File: config.mk
export PLATFORM = sky130hd
export DESIGN_NAME = dcm_reset_sequencer
export DESIGN_NICKNAME = d
export VERILOG_FILES = /design/src/rtl/dcm_reset_sequencer.sv
export SDC_FILE = /design/constraint.sdc
export NUM_CORES = 1
export LEC_CHECK = 0
export BUFFER_PORTS_ARGS = -buffer_cell sky130_fd_sc_hd__buf_2
export CAP_MARGIN = 20
export CORE_AREA = 10 10 99 57
export CTS_BUF_LIST = sky130_fd_sc_hd__clkbuf_16
export DETAILED_ROUTE_END_ITERATION = 8
export DIE_AREA = 0 0 109 67
export PLACE_DENSITY = 0.64
export RECOVER_POWER = 50
export REMOVE_ABC_BUFFERS = 1
export SLEW_MARGIN = 20
export SYNTH_ARGS = -nofsm -noshare
export SYNTH_HDL_FRONTEND = slang
export SYNTH_SLANG_ARGS = --single-unit
File: constraint.sdc
create_clock -name clk_i -period 2.2 [get_ports clk_i]
set_input_delay 0.11 -clock clk_i [delete_from_list [all_inputs] [get_ports clk_i]]
set_output_delay 0.11 -clock clk_i [all_outputs]
set_load 0.005 [all_outputs]
File: src/rtl/dcm_reset_sequencer.sv
// dcm_reset_sequencer
//
// Brings up the board clock DCM and produces the reset for all divided-clock logic
// (including the four-digit LED driver). The block pulses the DCM RST pin, waits
// for LOCKED, and releases the system reset only after the lock has stayed up for a
// qualified interval. If the lock is lost or the input clock stops, the DCM is reset
// again. After a bounded number of retries the block parks in a terminal FAIL state.
// It must be clocked from the buffered DCM input clock, never from a DCM output.
//
// Optional feature: define DCM_LOCK_SYNC_EN to pass dcm_locked_i through a 2-flop
// synchronizer. This delays every lock-driven transition by two cycles.
//
// Ports:
//   clk_i               buffered DCM input clock
//   reset_i             asynchronous active-high reset for the whole block
//   dcm_locked_i        DCM LOCKED output
//   dcm_clkin_stopped_i DCM STATUS[1], input clock stopped
//   dcm_rst_o           DCM RST pin (registered)
//   sys_rst_o           active-high reset for the divided-clock logic (registered)
//   lock_ok_o           high only in RUN
//   fail_o              sticky, set when retries are exhausted
//   retry_cnt_o         retries performed; saturates; cleared only by reset
//   state_o             FSM state: 0 ASSERT_RST, 1 WAIT_LOCK, 2 STABLE, 3 RUN, 4 FAIL
module dcm_reset_sequencer #(
  parameter int unsigned RST_CYCLES    = 4,
  parameter int unsigned LOCK_TIMEOUT  = 50000,
  parameter int unsigned STABLE_CYCLES = 1024,
  parameter int unsigned MAX_RETRIES   = 7,
  parameter int unsigned CNT_W         = 16
) (
  input  logic       clk_i,
  input  logic       reset_i,
  input  logic       dcm_locked_i,
  input  logic       dcm_clkin_stopped_i,
  output logic       dcm_rst_o,
  output logic       sys_rst_o,
  output logic       lock_ok_o,
  output logic       fail_o,
  output logic [3:0] retry_cnt_o,
  output logic [2:0] state_o
);

  typedef enum logic [2:0] {
    StAssertRst = 3'd0,
    StWaitLock  = 3'd1,
    StStable    = 3'd2,
    StRun       = 3'd3,
    StFail      = 3'd4
  } state_e;

  localparam logic [CNT_W-1:0] RstLast    = CNT_W'(RST_CYCLES - 1);
  localparam logic [CNT_W-1:0] LockLast   = CNT_W'(LOCK_TIMEOUT - 1);
  localparam logic [CNT_W-1:0] StableLast = CNT_W'(STABLE_CYCLES - 1);
  localparam logic [CNT_W-1:0] CntOne     = CNT_W'(1);
  localparam logic [3:0]       MaxRetry   = 4'(MAX_RETRIES);

  state_e           state_q, state_d;
  logic [CNT_W-1:0] cnt_q, cnt_d;
  logic [3:0]       retry_q, retry_d;
  logic             dcm_rst_q, dcm_rst_d;
  logic             sys_rst_q, sys_rst_d;
  logic             lock_ok_q, lock_ok_d;
  logic             fail_q, fail_d;
  logic             lk;
  logic             lk_good;
  logic             take_retry;

`ifdef DCM_LOCK_SYNC_EN
  logic [1:0] lk_sync_q;

  always_ff @(posedge clk_i or posedge reset_i) begin
    if (reset_i) begin
      lk_sync_q <= 2'b00;
    end else begin
      lk_sync_q <= {lk_sync_q[0], dcm_locked_i};
    end
  end

  assign lk = lk_sync_q[1];
`else
  assign lk = dcm_locked_i;
`endif

  // A stopped input clock invalidates any lock indication.
  assign lk_good = lk & ~dcm_clkin_stopped_i;

  always_comb begin
    state_d    = state_q;
    cnt_d      = cnt_q;
    retry_d    = retry_q;
    take_retry = 1'b0;

    case (state_q)
      StAssertRst: begin
        if (cnt_q == RstLast) begin
          state_d = StWaitLock;
          cnt_d   = '0;
        end else begin
          cnt_d = cnt_q + CntOne;
        end
      end
      StWaitLock: begin
        // Lock has priority over a coincident timeout.
        if (lk_good) begin
          state_d = StStable;
          cnt_d   = '0;
        end else if (cnt_q == LockLast) begin
          take_retry = 1'b1;
        end else begin
          cnt_d = cnt_q + CntOne;
        end
      end
      StStable: begin
        // A dropout here only restarts qualification; the DCM is not reset.
        if (!lk_good) begin
          state_d = StWaitLock;
          cnt_d   = '0;
        end else if (cnt_q == StableLast) begin
          state_d = StRun;
          cnt_d   = '0;
        end else begin
          cnt_d = cnt_q + CntOne;
        end
      end
      StRun: begin
        if (!lk_good) begin
          take_retry = 1'b1;
        end
      end
      StFail: begin
        cnt_d = '0;
      end
      default: begin
        state_d = StAssertRst;
        cnt_d   = '0;
      end
    endcase

    if (take_retry) begin
      cnt_d = '0;
      if (retry_q == MaxRetry) begin
        state_d = StFail;
      end else begin
        state_d = StAssertRst;
        if (retry_q != 4'hF) begin
          retry_d = retry_q + 4'd1;
        end
      end
    end

    // Outputs are registered from the next state so they change on the transition edge.
    dcm_rst_d = (state_d == StAssertRst) || (state_d == StFail);
    sys_rst_d = (state_d != StRun);
    lock_ok_d = (state_d == StRun);
    fail_d    = fail_q | (state_d == StFail);
  end

  always_ff @(posedge clk_i or posedge reset_i) begin
    if (reset_i) begin
      state_q   <= StAssertRst;
      cnt_q     <= '0;
      retry_q   <= 4'd0;
      dcm_rst_q <= 1'b1;
      sys_rst_q <= 1'b1;
      lock_ok_q <= 1'b0;
      fail_q    <= 1'b0;
    end else begin
      state_q   <= state_d;
      cnt_q     <= cnt_d;
      retry_q   <= retry_d;
      dcm_rst_q <= dcm_rst_d;
      sys_rst_q <= sys_rst_d;
      lock_ok_q <= lock_ok_d;
      fail_q    <= fail_d;
    end
  end

  assign dcm_rst_o   = dcm_rst_q;
  assign sys_rst_o   = sys_rst_q;
  assign lock_ok_o   = lock_ok_q;
  assign fail_o      = fail_q;
  assign retry_cnt_o = retry_q;
  assign state_o     = state_q;

endmodule

==> metrics.cfg, run 1 <==
[grt]
grt_max_degree = 28
overflow = 0
antenna_found_initial = 0
grt_pass1_vias = 1072
gr-usage-all-layers_pct = 9.19
grt_pass1_wl_um = 5390

[clocking]
post_cts_buffers = 0
clock_latency_ps = 260
cts_buffer_depth = 2
cts_tree = yes
numCtsBuffers = 3
cts_max_level = 1
root_buffer = clkbuf_16
clk_pin_slew_ps = 70
cts.sinks = 27

[sta]
rsz0062_at_grt = no
setup_viol = 0
fin_crit_sh_pct = 90.3
period_minus_slack_ps = 1990
slew_headroom_pct = 2.46
hold_violations = 0
tns_ps = 0
drv_slew = 0
fin_skew_ps = 2.56
fmax_mhz = 504
tightest_slew_ps = 1460

[place]
place_inst = 206
place.gp.congestion = 0.823
portBuffers = 14
dp_hpwl_um = 2280

[yosys]
synth_warnings = 0
yosys.area.top_type = dfrtp_1
ys_ff_latch = 27
synth_top_area_share_pct = 40.8
yosys-top-cells-area = dfrtp_1 (41%), xor2_1 (6.9%), nor2_2 (4.1%)
synthArstFlopShare_pct = 100
syn-cell-area_um2 = 1530
synth_cell_type_count = 51
ys.flop_type = dfrtp_1
ys_seq_area_share_pct = 44.3
syn_inst = 140
synth_area_per_cell_um2 = 10.9
synth_edf_count = 0

[power]
p_per_area_nw_per_um2 = 938
vdd_drop_max_uv = 501
power.leakage_uw = 0.000724

[final_layout]
n_antenna_cell = 0
area_growth_pct = 13.4
final_cell_mix = dfrtp_1 (25), xor2_1 (12), nand2_1 (10), nor2_2 (10), buf_2 (9)
finalNonFillerCells = 211
nets = 164
layout_commonest_cell = dfrtp_1
drive_gt1_share_pct = 27.4

[drt]
drcViolationCount = 0
drtIter0Drc = 66
routed_wl_um = 3180
vias = 1090
ant_nets = 0
wire_per_inst_um = 15.1
via_per_inst = 5.17
drt-pass1-iter-count = 4

[die]
pin_count = 15
die_w_um = 109
core-area_um2 = 3860
start_util_pct = 39.6
die_y_um = 67
placementRows = 16
die_area_um2 = 7300

[outcome]
status = finished clean

[setup_path]
worstSetupEndpointType = flip-flop
critPathKind = reg2reg
r2r-start = cnt_q[0]$_DFFE_PP0P_
critPathRequiredTime_ps = 2350
critPathArrivalTime_ps = 2140
startpoint_type = flip-flop
crit_start = cnt_q[0]$_DFFE_PP0P_
crit_fanout = 11

[worst_hold_path]
hold_path.class = in2reg
hp-start = dcm_clkin_stopped_i

[job]
drv_cap = 0

## worst max-delay path, cell delays in order (launching register included)
cell,delay (ps)
dfrtp_1,370
ha_1,250
nor4b_4,260
nand4_1,240
a221oi_2,330
a2bb2oi_2,200
buf_12,160
nor2_1,50
## cell usage after synthesis, types with 2 or more instances
master / number
a211oi_1: 2
a21oi_1: 2
a21oi_2: 2
a221o_1: 3
and3_1: 2
and3_2: 2
and4_1: 2
buf_6: 2
dfrtp_1: 25
dfstp_2: 2
ha_1: 2
inv_1: 5
nand2_1: 10
nand3_1: 6
nand4_1: 8
nor2_1: 5
nor2_2: 10
nor2b_1: 2
nor3_1: 5
xor2_1: 12
## logic make-up after synthesis
group	synth area share, %
muxes	1.47
AOI/OAI and AO/OA	13.6
adders and majority gates	1.63
DFF	44.3
buffers and inverters	3.84
and+or+nand+nor	27.7
xor gates and xnor gates	7.43
## sequential cells by signal (all words and copies together) (netlist names)
register     flops
fail_o           1
lock_ok_o        1
sys_rst_o        1
dcm_rst_o        1
state_o          3
cnt_q           16
retry_cnt_o      4
## final timing paths
path | endpoint | slack [ps] | cells past startpoint
max | cnt_q[8]$_DFFE_PP0P_ | 210 | 7
min | state_o[1]$_DFF_PP0_ | 180 | 3
max reg2reg | cnt_q[8]$_DFFE_PP0P_ | 210 | 7
min reg2reg | fail_o$_DFF_PP0_ | 470 | 1
max in group asynchronous | state_o[1]$_DFF_PP0_ | 460 | 4
min in group asynchronous | cnt_q[2]$_DFFE_PP0P_ | 890 | 4
## power by group
group          internal [uW]  switching, uW
logic                    256            285
clock network            245            169
registers                578           95.9
## stage by stage
stage / worst slack, ps / area, um^2 / hold slack, ps / power, uW / utilization, %
3_3_place_gp: 223 / 1660 / 182 / 1220 / 42.9
4_1_cts: 219 / 1750 / 172 / 1660 / 45.2
3_5_place_dp: 226 / 1660 / 191 / 1240 / 42.9
5_1_grt: 91.3 / 1740 / 199 / 1730 / 44.9
2_1_floorplan: 204 / 1490 / 161 / 1020 / -
6_report: 214 / 1740 / 179 / 1630 / 44.9
## per-layer routing
layer | vias up | share of wire [%] | GRT usage, %
met3 | 7 | 3.0 | 2.21
li1 | 545 | - | -
met5 | - | 0 | 0
met4 | 0 | 1.9 | 3.76
met1 | 523 | 50 | 11.6
met2 | 15 | 45 | 14.8
## what timing repair did
action / CTS / global route
gates resized for setup: 0 / 0
endpoints found under the hold margin: 25 / 0
hold buffers: 1 / 0
## cell type report
| class | count | area, um^2 |
|---|---|---|
| Fill cell | 361 | 2130 |
| Clock inverter | 1 | 5.00 |
| Inverter | 5 | 18.8 |
| Tap cell | 54 | 67.6 |
| Timing Repair Buffer | 17 | 97.6 |
| Clock buffer | 3 | 75.1 |
| Sequential cell | 27 | 678 |
| Multi-Input combinational cell | 104 | 795 |
(Power assumes the default switching activity.)
==> run 2: changes to the inputs <==
- PLACE_DENSITY: 0.64 -> unset
==> metrics.cfg, run 2 (synthesized netlist as in run 1, its figures left out) <==
[place]
dp_slack_ps = 199  ; -27.5 ps
dp_hpwl_um = 2320  ; +1.4%
portBuffers = 14  ; unchanged
place.gp.congestion = 0.809  ; -1.7%

[power]
vdd_drop_max_uv = 482  ; -3.8%
p_per_area_nw_per_um2 = 937  ; -0.11%
power.leakage_uw = 0.000735  ; +1.5%

[final_layout]
area_growth_pct = 14.0
layout_commonest_cell = dfrtp_1
n_antenna_cell = 0  ; unchanged
n_fill_cell = 356  ; -1.4%
nets = 165  ; +0.61%
largest_register_ffs = 16  ; unchanged
drive_gt1_share_pct = 28.5  ; +1.1 points
final_cell_mix = dfrtp_1 (25), xor2_1 (12), nand2_1 (10), nor2_2 (10), buf_2 (10)
top_register = cnt_q

[clocking]
cts_tree = yes
post_cts_resized = 0  ; unchanged
clock_latency_ps = 260  ; about the same
cts_buffer_depth = 2  ; unchanged
postCtsHoldBufs = 1  ; unchanged
post_cts_buffers = 0  ; unchanged
clk_pin_slew_ps = 70  ; about the same
numCtsBuffers = 3  ; unchanged
cts.sinks = 27  ; unchanged
cts_max_level = 1  ; unchanged
root_buffer = clkbuf_16

[sta]
tightest_slew_ps = 1430  ; -33.3 ps
setup_viol = 0  ; unchanged
rsz0062_at_grt = no
hold_violations = 0  ; unchanged
fin_skew_ps = 3.12  ; +0.557 ps
slew_headroom_pct = 4.68  ; +2.2 points
tns_ps = 0  ; unchanged
fin_ws_ps = 141  ; -73.0 ps
drv_slew = 0  ; unchanged
fmax_mhz = 486  ; -3.5%
period_minus_slack_ps = 2060  ; +73.0 ps
fin_crit_sh_pct = 93.6  ; +3.3 points

[die]
pin_count = 15  ; unchanged
placementRows = 16  ; unchanged
core-area_um2 = 3860  ; unchanged
die_area_um2 = 7300  ; unchanged
start_util_pct = 39.6  ; unchanged
die_w_um = 109  ; unchanged
die_y_um = 67  ; unchanged

[setup_path]
critPathArrivalTime_ps = 2210  ; +70 ps
worstSetupEndpointType = flip-flop
crit_fanout = 11  ; unchanged
startpoint_type = flip-flop
critPathRequiredTime_ps = 2350  ; about the same
critPathKind = reg2reg

[drt]
vias = 1128  ; +3.5%
drcViolationCount = 0  ; unchanged
routed_wl_um = 3130  ; -1.8%
drt-pass1-iter-count = 4  ; unchanged
drtIter0Drc = 73  ; +11%
via_per_inst = 5.32  ; +3.0%
ant_nets = 0  ; unchanged
wire_per_inst_um = 14.8  ; -2.2%

[grt]
grt_pass1_vias = 1125  ; +4.9%
overflow = 0  ; unchanged
antenna_found_initial = 0  ; unchanged
gr-usage-all-layers_pct = 9.16  ; -0.037 points
grt_pass1_wl_um = 5480  ; +1.7%
grt_max_degree = 28  ; unchanged

[job]
drv_cap = 0  ; unchanged

[worst_hold_path]
hold_path.class = in2reg

[outcome]
status = finished clean

## run 2: cell types whose count changed in the layout (fill, tap and decap cells not counted), sizes merged
cell	before	now
clkbuf	9	8
buf	10	12
## run 2: worst paths after layout
path                       slack, ps                    to                  from  cells past startpoint
min                              170  state_o[1]$_DFF_PP0_   dcm_clkin_stopped_i                      3
min reg2reg                      470      fail_o$_DFF_PP0_      fail_o$_DFF_PP0_                      1
max reg2reg                      140  cnt_q[8]$_DFFE_PP0P_  cnt_q[0]$_DFFE_PP0P_                      7
min in group asynchronous        870  cnt_q[2]$_DFFE_PP0P_               reset_i                      4
max                              140  cnt_q[8]$_DFFE_PP0P_  cnt_q[0]$_DFFE_PP0P_                      7
max in group asynchronous        490  cnt_q[0]$_DFFE_PP0P_               reset_i                      4
## run 2: where the power goes
group / switching (uW) / internal [uW]
registers: 97.5 / 578
clock network: 171 / 245
logic: 289 / 256
total: 557 / 1080
## run 2: cell type report
class | count | area (um^2) | area share, %
Timing Repair Buffer | 18 | 106 | 6.09
Tap cell | 54 | 67.6 | 3.87
Clock buffer | 3 | 75.1 | 4.30
Inverter | 5 | 18.8 | 1.08
Sequential cell | 27 | 678 | 38.9
Clock inverter | 1 | 5.00 | 0.287
Multi-Input combinational cell | 104 | 795 | 45.5
## run 2: critical path, stage by stage, from the launching register on
cell and delay (ps):
dfrtp_1 380, ha_1 260, nor4b_4 260, nand4_1 270, a221oi_2 350, a2bb2oi_2 210, buf_12 160, nor2_1 50
## run 2: layer usage
| metal | vias up | GRT usage, % | share of wire, % |
|---|---|---|---|
| met5 | - | 0 | 0 |
| met2 | 28 | 13.8 | 44 |
| li1 | 553 | - | - |
| met1 | 543 | 12.4 | 50 |
| met4 | 0 | 3.76 | 1.5 |
| met3 | 4 | 1.92 | 3.6 |
## run 2: per-stage QoR
step	util, %	hold slack (ps)	power (uW)	instance area, um^2	std cells
2_1_floorplan	-	161	1020	1490	136
3_3_place_gp	43.1	183	1230	1660	207
3_5_place_dp	43.1	190	1240	1660	207
4_1_cts	45.4	166	1660	1750	212
5_1_grt	45.2	191	1740	1750	212
6_report	45.2	169	1640	1750	212
==> run 3: changes to the inputs <==
- REMOVE_ABC_BUFFERS: 1 -> unset
==> metrics.cfg, run 3 (synthesized netlist as in run 1, its figures left out) <==
[power]
swShare_pct = 33.7  ; -0.33 points
clockPowerShare_pct = 25.2  ; -0.2 points
power.leakage_uw = 0.000734  ; about the same
seq_power_share_pct = 39.4  ; -1.9 points
combPwrFrac_pct = 35.4  ; +2.1 points
switching_power_uw = 556  ; -0.23%
p_per_area_nw_per_um2 = 941  ; +0.38%
vdd_drop_max_uv = 566  ; +17%
p_int_uw = 1090  ; +1.2%

[sta]
fin_crit_sh_pct = 92.0  ; -1.6 points
period_minus_slack_ps = 2020  ; -34.5 ps
rsz0062_at_grt = no
fin_skew_ps = 3.33  ; +0.215 ps
tns_ps = 0  ; unchanged
slew_headroom_pct = 2.80  ; -1.9 points
drv_slew = 0  ; unchanged
fmax_mhz = 494  ; +1.7%
tightest_slew_ps = 1460  ; +28.1 ps
hold_violations = 0  ; unchanged
setup_viol = 0  ; unchanged

[drt]
routed_wl_um = 3160  ; +0.99%
ant_nets = 0  ; unchanged
wire_per_inst_um = 14.8  ; +0.52%
drtIter0Drc = 63  ; -14%
drcViolationCount = 0  ; unchanged
drt-pass1-iter-count = 4  ; unchanged
vias = 1128  ; unchanged
via_per_inst = 5.30  ; -0.47%

[die]
placementRows = 16  ; unchanged
start_util_pct = 39.6  ; unchanged
die_area_um2 = 7300  ; unchanged
die_y_um = 67  ; unchanged
pin_count = 15  ; unchanged
core-area_um2 = 3860  ; unchanged
die_w_um = 109  ; unchanged

[final_layout]
layout_commonest_cell = dfrtp_1
final_cell_mix = dfrtp_1 (25), xor2_1 (12), nand2_1 (10), nor2_2 (10), buf_2 (9)
n_antenna_cell = 0  ; unchanged
drive_gt1_share_pct = 28.3  ; -0.18 points
area_growth_pct = 14.4
final_cell_area_um2 = 1750  ; +0.36%
largest_register_ffs = 16  ; unchanged
top_register = cnt_q
nets = 166  ; +0.61%

[grt]
overflow = 0  ; unchanged
grt_util_met2_pct = 14.0  ; +0.15 points
met1_usage_pct = 12.5  ; +0.089 points
grt_pass1_vias = 1129  ; +0.36%
top_usage_layer = met2
grt_pass1_wl_um = 5490  ; +0.13%
met3_usage_pct = 2.59  ; +0.67 points
gr-usage-all-layers_pct = 9.37  ; +0.22 points
antenna_found_initial = 0  ; unchanged
grt_max_degree = 28  ; unchanged

[job]
drv_cap = 0  ; unchanged

[clocking]
cts.sinks = 27  ; unchanged
clock_latency_ps = 260  ; about the same
cts_max_level = 1  ; unchanged
cts_buffer_depth = 2  ; unchanged
numCtsBuffers = 3  ; unchanged
cts_tree = yes
clk_pin_slew_ps = 70  ; about the same
root_buffer = clkbuf_16
post_cts_resized = 0  ; unchanged

[setup_path]
crit_fanout = 11  ; unchanged
r2r-start = cnt_q[0]$_DFFE_PP0P_
path_buf_inv = 1  ; unchanged
critPathRequiredTime_ps = 2360  ; about the same
worstReg2RegEnd = cnt_q[8]$_DFFE_PP0P_
rr_worst_depth = 7  ; unchanged
slowest_stage = dfrtp_1
critPathKind = reg2reg
worstSetupEndpointType = flip-flop
cp_cell_sequence = ha_1 -> nor4b_4 -> nand4_1 -> a221oi_2 -> a2bb2oi_2 -> buf_12 -> nor2_1
critPathArrivalTime_ps = 2180  ; -30 ps
max_stage_delay_ps = 380  ; about the same
rrSetupSlack_ps = 180  ; +30 ps
timing.critical_path.max_delay_family = simple AND/OR/NAND/NOR gates
startpoint_type = flip-flop

[worst_hold_path]
holdPathStages = 3  ; unchanged
hp-start = dcm_clkin_stopped_i
min_to = state_o[1]$_DFF_PP0_
hold_path.class = in2reg

[yosys]
synth_nets = 146

[place]
dp_hpwl_um = 2290  ; -1.2%
place.gp.congestion = 0.908  ; +12%
portBuffers = 14  ; unchanged
post_dp_cell_area_um2 = 1670  ; +0.45%

[outcome]
status = finished clean

run 3: cell types whose count changed in the layout (fill, tap and decap cells not counted), sizes merged:
cell / previous run / this run
clkbuf: 8 / 9
run 3: cell type report:
type                            instances  area, um^2
Clock inverter                          1        5.00
Tap cell                               54        67.6
Multi-Input combinational cell        104         795
Sequential cell                        27         678
Clock buffer                            3        75.1
Timing Repair Buffer                   19         113
Fill cell                             374        2110
Inverter                                5        18.8
run 3: worst max path at each step:
stage	slack, ps	cells past startpoint	endpoint	start
floorplan	420	7	cnt_q[4]$_DFFE_PP0P_	cnt_q[0]$_DFFE_PP0P_
global placement	200	7	cnt_q[8]$_DFFE_PP0P_	cnt_q[0]$_DFFE_PP0P_
detailed placement	220	7	cnt_q[8]$_DFFE_PP0P_	cnt_q[0]$_DFFE_PP0P_
CTS	180	7	cnt_q[8]$_DFFE_PP0P_	cnt_q[0]$_DFFE_PP0P_
global route	40	7	cnt_q[8]$_DFFE_PP0P_	cnt_q[0]$_DFFE_PP0P_
finish	180	7	cnt_q[8]$_DFFE_PP0P_	cnt_q[0]$_DFFE_PP0P_
run 3: power by group through the flow:
stage                     clock network [uW]  registers (uW)  logic [uW]
final                                    415             649         583
after floorplan                            0             647         435
after detailed placement                   0             656         599
after global routing                     450             665         646
after global placement                     0             654         590
after CTS                                434             647         602
run 3: tightest hold or removal path, cell delays in order:
cell,delay (ps)
buf_2,90
or2b_2,130
nor3_1,60
run 3: per-layer routing:
metal,up-vias,part of all wire (%)
met5,-,0
met4,0,1.3
met3,2,2.8
met2,20,45
met1,553,51
li1,553,-
run 3: what timing repair did:
action,4_1_cts,5_1_grt
endpoints found under the hold margin,25,0
setup buffers,0,0
hold buffers,1,0
run 3: metrics by stage:
step / worst slack, ps / utilization (%) / instances / hold WS (ps) / total power [uW]
finish: 176 / 45.3 / 213 / 168 / 1650
global route: 43.3 / 45.3 / 213 / 171 / 1760
CTS: 178 / 45.6 / 213 / 159 / 1680
detailed placement: 222 / 43.3 / 208 / 193 / 1250
global placement: 196 / 43.3 / 208 / 185 / 1240
floorplan: 425 / - / 140 / 161 / 1080
